### config.mk
export PLATFORM = sky130hd
export DESIGN_NAME = mux_pipe
export DESIGN_NICKNAME = d
export VERILOG_FILES = /design/src/rtl/mux_pipe_pkg.sv /design/src/rtl/mux_pipe_skid_reg.sv /design/src/rtl/mux_pipe.sv
export SDC_FILE = /design/constraint.sdc
export NUM_CORES = 1
export LEC_CHECK = 0
export BUFFER_PORTS_ARGS = -buffer_cell sky130_fd_sc_hd__buf_2
export CAP_MARGIN = 30
export CORE_ASPECT_RATIO = 2
export CORE_MARGIN = 2
export CORE_UTILIZATION = 40
export CTS_BUF_LIST = sky130_fd_sc_hd__clkbuf_8 sky130_fd_sc_hd__clkbuf_16
export DETAILED_ROUTE_END_ITERATION = 10
export PLACE_DENSITY = 0.74
export SLEW_MARGIN = 40
export SYNTH_ARGS = -nofsm -noshare
export SYNTH_HDL_FRONTEND = slang
export SYNTH_SLANG_ARGS = --single-unit
### constraint.sdc
create_clock -name clk -period 1.8 [get_ports clk]
set_clock_uncertainty 0.1 [all_clocks]
set_input_delay 0.27 -clock clk [delete_from_list [all_inputs] [get_ports clk]]
set_output_delay 0.27 -clock clk [all_outputs]
set_load 0.02 [all_outputs]
### src/rtl/mux_pipe_pkg.sv
// mux_pipe_pkg
// Shared definitions for the mux_pipe selector stage:
//   - state encoding for the two-entry skid register (EMPTY / ONE / FULL)
//   - MUX_PIPE_DEFAULT_ALL_ONES: fill bit for the out-of-range default word
package mux_pipe_pkg;

   localparam logic [1:0] ST_EMPTY = 2'd0;
   localparam logic [1:0] ST_ONE   = 2'd1;
   localparam logic [1:0] ST_FULL  = 2'd2;

   typedef enum logic [1:0] {
      EMPTY = ST_EMPTY,
      ONE   = ST_ONE,
      FULL  = ST_FULL
   } mux_pipe_state_t;

   localparam logic MUX_PIPE_DEFAULT_ALL_ONES = 1'b1;

endpackage

### src/rtl/mux_pipe_skid_reg.sv
// skid_reg
// Two-entry skid-buffered pipeline register with valid/ready handshake.
// Main register drives out_data; skid register absorbs one word when the
// downstream stalls, so in_ready can be a flop with no path from out_ready.
//
// Ports:
//   clk, reset_n          clock, async active-low reset
//   in_valid / in_ready   upstream handshake (in_ready registered)
//   in_data [B]           word offered upstream
//   out_valid / out_ready downstream handshake (out_valid registered)
//   out_data [B]          main register contents
//
// state | meaning
// ------+-----------------------------------------------
// EMPTY | no word held; out_valid=0, in_ready=1
// ONE   | main holds a word; out_valid=1, in_ready=1
// FULL  | main and skid hold words; out_valid=1, in_ready=0
module skid_reg #(
   parameter int B = 32
) (
   input  logic         clk,
   input  logic         reset_n,
   input  logic         in_valid,
   output logic         in_ready,
   input  logic [B-1:0] in_data,
   output logic         out_valid,
   input  logic         out_ready,
   output logic [B-1:0] out_data
);
   import mux_pipe_pkg::*;

   mux_pipe_state_t state_q, state_d;
   logic [B-1:0]    main_q, main_d;
   logic [B-1:0]    skid_q, skid_d;
   logic            in_ready_q, in_ready_d;
   logic            out_valid_q, out_valid_d;
   logic            in_xfer;
   logic            out_xfer;

   always_comb begin
      in_xfer  = in_valid && in_ready_q;
      out_xfer = out_valid_q && out_ready;
      state_d  = state_q;
      main_d   = main_q;
      skid_d   = skid_q;
      case (state_q)
         EMPTY: begin
            if (in_xfer) begin
               state_d = ONE;
               main_d  = in_data;
            end
         end
         ONE: begin
            if (in_xfer && !out_xfer) begin
               state_d = FULL;
               skid_d  = in_data;
            end else if (out_xfer && !in_xfer) begin
               state_d = EMPTY;
            end else if (in_xfer && out_xfer) begin
               main_d = in_data;
            end
         end
         FULL: begin
            // in_ready is low here, so only a drain can happen
            if (out_xfer) begin
               state_d = ONE;
               main_d  = skid_q;
            end
         end
         default: state_d = EMPTY;
      endcase
      // handshake flags are registered copies of the next-state decode
      out_valid_d = (state_d != EMPTY);
      in_ready_d  = (state_d != FULL);
   end

   always_ff @(posedge clk or negedge reset_n) begin
      if (!reset_n) begin
         state_q     <= EMPTY;
         main_q      <= '0;
         skid_q      <= '0;
         in_ready_q  <= 1'b1;
         out_valid_q <= 1'b0;
      end else begin
         state_q     <= state_d;
         main_q      <= main_d;
         skid_q      <= skid_d;
         in_ready_q  <= in_ready_d;
         out_valid_q <= out_valid_d;
      end
   end

   assign in_ready  = in_ready_q;
   assign out_valid = out_valid_q;
   assign out_data  = main_q;

endmodule

### src/rtl/mux_pipe.sv
// mux_pipe
// N-way, B-bit selector feeding a two-entry skid-buffered pipeline stage.
// sel >= N selects DEFAULT (only reachable when N is not a power of two).
//
// Ports:
//   clk, reset_n          clock, async active-low reset
//   in_valid / in_ready   upstream handshake (in_ready registered)
//   sel [SW]              item index
//   items [N*B]           flattened inputs, item k = items[k*B +: B]
//   out_valid / out_ready downstream handshake
//   signal [B]            selected word, registered
//   err                   sticky out-of-range flag
//
// Build option MUX_PIPE_ERR_EN: when defined, err latches on any accepted
// transfer with sel >= N until reset; when undefined, err is tied low.
module mux_pipe
   import mux_pipe_pkg::*;
#(
   parameter  int         B       = 32,
   parameter  int         N       = 4,
   localparam int         SW      = $clog2(N),
   parameter  logic [B-1:0] DEFAULT = {B{MUX_PIPE_DEFAULT_ALL_ONES}}
) (
   input  logic           clk,
   input  logic           reset_n,
   input  logic           in_valid,
   output logic           in_ready,
   input  logic [SW-1:0]  sel,
   input  logic [N*B-1:0] items,
   output logic           out_valid,
   input  logic           out_ready,
   output logic [B-1:0]   signal,
   output logic           err
);

   logic [B-1:0] word;

   always_comb begin
      word = DEFAULT;
      for (int k = 0; k < N; k++) begin
         if (sel == SW'(k)) word = items[k*B +: B];
      end
   end

   skid_reg #(
      .B (B)
   ) u_skid_reg (
      .clk       (clk),
      .reset_n   (reset_n),
      .in_valid  (in_valid),
      .in_ready  (in_ready),
      .in_data   (word),
      .out_valid (out_valid),
      .out_ready (out_ready),
      .out_data  (signal)
   );

`ifdef MUX_PIPE_ERR_EN
   logic err_q, err_d;
   logic sel_oor;

   always_comb begin
      sel_oor = (32'(sel) >= 32'(N));
      err_d   = err_q | (in_valid & in_ready & sel_oor);
   end

   always_ff @(posedge clk or negedge reset_n) begin
      if (!reset_n) err_q <= 1'b0;
      else          err_q <= err_d;
   end

   assign err = err_q;
`else
   assign err = 1'b0;
`endif

endmodule
Word-level counts from Yosys, hierarchy flattened
Cells that the tools add are included.
- bits in registers: 68
- input bits: 134
- output and inout bits: 35
- logic and storage cells: 44
- equal/unequal tests: 11
- mux-type cells: 15
- reductions and logical operators: 13
- operator list (operator ; number):
    $mux W32 ; 9
    $pmux W32 S3 ; 1
    $mux W2 ; 4
    $eq A2 B2 Y1 const B ; 3
    $ne A2 B1 Y1 const B ; 3
    $ne A2 B2 Y1 const B ; 3
    $pmux W2 S3 ; 1
    $reduce_and A6 Y1 ; 1
    $logic_and A1 B1 Y1 ; 5
    $eq A2 B1 Y1 const B ; 2
    $logic_not A2 Y1 ; 2
    $reduce_bool A3 Y1 ; 1
    $logic_not A1 Y1 ; 2
    $reduce_and A2 Y1 ; 1
    $reduce_bool A2 Y1 ; 1

Logic depth before layout (Yosys ltp)
- depth after elaboration: 9
- mapped depth: 5
- depth with buffers taken out: 3

Cells and area by module
Synthesis repeated with hierarchy kept, for this count alone.
- cells, all modules: 232
- area total of the unflattened synthesis: 3875.0 µm²
- by module, submodules not included (module ; instances ; cells an instance ; area each (µm²) ; sequential area each (µm²)):
    skid_reg ; 1 ; 191 ; 3049.2 ; 1702.9
    mux_pipe ; 1 ; 41 ; 825.8 ; 0.0

Least setup slack after synthesis
No wires, ideal clock.
- path kind: flip-flop to flip-flop
- start point: register u_skid_reg.in_ready_q (netlist: u_skid_reg.in_ready)
- end point: register u_skid_reg.main_q[0] (netlist: u_skid_reg.out_data[0])
- library setup time: 0.125 ns
- arrival time: 1.681 ns
- data required time: 1.575 ns
- slack: -0.107 ns
- stages on the path, launching flop included: 5
- path buffers: 1
- clock period less this slack: 1.907 ns
- cell sequence: dfstp_2 nand2_1 o32ai_2 buf_2 mux2_4
- word-level cells in the longest chain between the ends: 5
- elaborated cells between the ends (all ways): 10
- those cells by class: eq/ne: 4; reduce/logical: 6
- ends and longest elaborated chain (item ; RTL line ; source):
    start: declaration ; mux_pipe_skid_reg.sv:35 ; logic in_ready_q, in_ready_d;
    start signal: assignment ; mux_pipe_skid_reg.sv:88 ; in_ready_q <= in_ready_d;
    $logic_and A1 B1 Y1 * ; mux_pipe_skid_reg.sv:41 ; in_xfer = in_valid && in_ready_q;
    $logic_not A1 Y1 ; mux_pipe_skid_reg.sv:57 ; end else if (out_xfer && !in_xfer) begin
    $logic_and A1 B1 Y1 ; mux_pipe_skid_reg.sv:57 ;
    $ne A2 B2 Y1 (no line) ; - ;
    $reduce_and A6 Y1 (no line) * ; - ;
    end signal: assignment ; mux_pipe_skid_reg.sv:86 ; main_q <= main_d;
    end: declaration ; mux_pipe_skid_reg.sv:33 ; logic [B-1:0] main_q, main_d;
Every way passes the cells marked *; elsewhere a longest branch is shown, timed or not.
A chain may end at the register's enable or synchronous reset.

Final worst setup path
- start point: register u_skid_reg.in_ready_q (netlist: u_skid_reg.in_ready)
- end point: register u_skid_reg.main_q[14] (netlist: u_skid_reg.out_data[14])
Same word-level chain as after synthesis.

==> run summary <==
Status = completed
Routed WL per cell = 17.2 um
Clk slew on worst S/H paths = 0.05 ns
Top cells by count, synth = dfrtp_1, mux2_2, mux2_4, mux4_2, buf_2
Die height = 144 um
Buffers and inverters on the worst path = 2
CP max stage delay = 0.53 ns
Initial antenna violation count = 2
Antenna Cells = 0
Worst setup EP type = flop
Worst path required time = 1.91 ns
Sink Count = 68
Core area = 0.00964 mm2
H-tree Lvls = 3
Worst path slowest cell = dfstp_2
Most used cell, CP = buf_12
MaxCap Viol Count = 0
DRC viols = 0
IO Pins = 169
Async set or reset register ratio after synthesis = 100%
Fraction of layout cells with a size suffix above 1 = 79.9%
Worst path cell trace = nand2_2 -> o32ai_4 -> buf_12 -> buf_12 -> mux2_2
Global-route wire length before repair = 13700 um
Count leader, synth = dfrtp_1
Fin Setup TNS = 0 ns
Overall via count from detail_route = 2777
Leakage = 2.50 nW
Worst-path maximum fanout = 10
Sequential share of the synthesized area = 43.7%
Kind of critical path = flop to flop
Minimum clock period = 1.75 ns
Largest net degree at the start of global routing = 58
Die area = 0.0106 mm2
Syn nets = 365
Vias in the first global route = 2833
Number of flops mapped to enable cells by yosys = 0
Root Buffer = clkbuf_16
Synthesis-to-layout area growth = 35.8%
Overall Power = 7.96 mW
Area leader, netlist = dfrtp_1
Ys Warns = 0
Placer Congestion = 0.715
CTS Buf Count = 9
Cell Pwr Density = 1500 mW/mm2
GRT Overall Usage = 17.3%
Fmax = 0.571 GHz
WL final = 9350 um
Grt ovf = 0
Average cell area after synthesis = 16.9 um2
TritonCTS clock tree = built
Share of the synthesized area in the top cell type = 43.0%
Drt initial violations = 70
Die width = 73.8 um
Cell Area, Synth = 0.00390 mm2
# setup viols final = 0
Vias/cell = 5.10
Rows = 51
CP delay by family, top = flip-flops
Worst VDD drop = 0.000778 V
HP Class = input pin to flop
# port buffers = 167
Post-Syn Instances = 231
Startpoint Class = flop
Hold Vio Cnt, Final = 0
Max Root-Sink Buffers = 2
Final nets = 542
Dpl cells = 526
#FFs+latches synth = 68
CP arrival = 1.86 ns
Ranking of synthesized cells by area = dfrtp_1, mux2_2, mux4_2
Routed Antenna Nets = 0
Count of cell types in the netlist = 24
Ys flop type = dfrtp_1
Fin. max-slew vios = 0
Fin cells = 545
DR pass1 iterations = 4
Worst-Skew Late Latency = 0.32 ns
HPWL after DPL = 6880 um
Tcrit/Tclk final = 97.3%
Initial Util = 40.5%
==> worst reg2reg max path: cells and delay by family, from the launching register on <==
kind,cells,cell delay (ns)
mux,1,0.34
flops,1,0.53
compound gates,1,0.29
simple gates,1,0.07
buf+inv,2,0.31
==> path summary, 6_finish.rpt <==
check | startpoint | endpoint | slack, ns | cells past startpoint
worst max-delay path | u_skid_reg.in_ready$_DFF_PN1_ | u_skid_reg.out_data[14]$_DFFE_PN0P_ | 0.05 | 5
worst min-delay path | out_ready | u_skid_reg.in_ready$_DFF_PN1_ | 0.17 | 2
worst max register to register | u_skid_reg.in_ready$_DFF_PN1_ | u_skid_reg.out_data[14]$_DFFE_PN0P_ | 0.05 | 5
worst min register to register | u_skid_reg.skid_q[28]$_DFFE_PN0P_ | u_skid_reg.skid_q[28]$_DFFE_PN0P_ | 0.40 | 1
max in group asynchronous | reset_n | u_skid_reg.in_ready$_DFF_PN1_ | 0.68 | 3
min in group asynchronous | reset_n | u_skid_reg.out_data[28]$_DFFE_PN0P_ | 0.26 | 2
==> metrics by stage <==
step                      setup WS [ns]  cell area, um2  util (%)  hold slack, ns
after floorplan               -0.000127            3930         -          -0.126
after global routing           -0.00235            5300      55.0           0.158
after CTS                       0.00387            5240      54.4           0.141
after detailed placement         -0.158            4940      51.3          0.0742
after global placement           -0.120            4940      51.3          0.0724
final                            0.0479            5300      55.0           0.170
==> cell type report <==
| type | count | area (um2) |
|---|---|---|
| multi-input combinational | 145 | 2050 |
| sequential | 68 | 1700 |
| tap | 132 | 165 |
| timing repair buffer | 184 | 1090 |
| clock buffer | 12 | 267 |
| clock inverter | 4 | 22.5 |
| fill | 791 | 4340 |
==> power breakdown <==
| part | total [mW] | switching [mW] | leakage, nW | internal (mW) |
|---|---|---|---|---|
| combinational | 3.57 | 1.57 | 1.55 | 2.00 |
| sequential | 2.73 | 0.409 | 0.803 | 2.32 |
| clock | 1.66 | 0.622 | 0.144 | 1.04 |
| total | 7.96 | 2.60 | 2.50 | 5.36 |
==> registers in the layout, indices dropped and copies added, names as in the netlist <==
| name | flops |
|---|---|
| u_skid_reg.state_q | 2 |
| u_skid_reg.skid_q | 32 |
| u_skid_reg.in_ready | 1 |
| u_skid_reg.out_data | 32 |
| u_skid_reg.out_valid | 1 |
==> placed cells by master (no fill, tap or decap) <==
cell type / count
buf_2: 167
dfrtp_1: 67
mux2_2: 66
mux4_2: 30
mux2_4: 30
clkbuf_16: 10
buf_12: 8
buf_4: 6
nand2_1: 3
clkbuf_8: 3
clkinv_2: 3
a21oi_1: 2
mux4_1: 2
nand2_2: 1
a21boi_2: 1
and4_1: 1
and3b_1: 1
a31oi_1: 1
o22ai_1: 1
nand2b_2: 1
a21boi_0: 1
o21ai_0: 1
a22o_1: 1
o32ai_4: 1
conb_1: 1
clkinvlp_4: 1
dlygate4sd3_1: 1
buf_6: 1
dfstp_2: 1
==> cell families after synthesis <==
kind of cell,count (synthesis),synth area share (%)
and+or+nand+nor,7,0.995
DFF,68,43.7
buffers and inverters,18,4.23
muxes,128,49.3
AOI/OAI and AO/OA,9,1.73
other,1,0.0962
==> layer usage <==
layer  track usage (%)  share of wire [%]  vias up  wire (um)
met3              5.05                5.1       20        473
met4              8.61                2.0        4        187
met5                 0               0.19        -         18
li1                  -                  -     1253          -
met1              19.2                 37     1388       3430
met2              29.4                 56      112       5240
==> timing repair <==
item	in CTS	in global routing
hold buffers	1	0
resized for setup	0	2
hold endpoints to repair	11	0
setup endpoints to repair	0	28
buffers inserted	0	1
(Power assumes the default switching activity.)
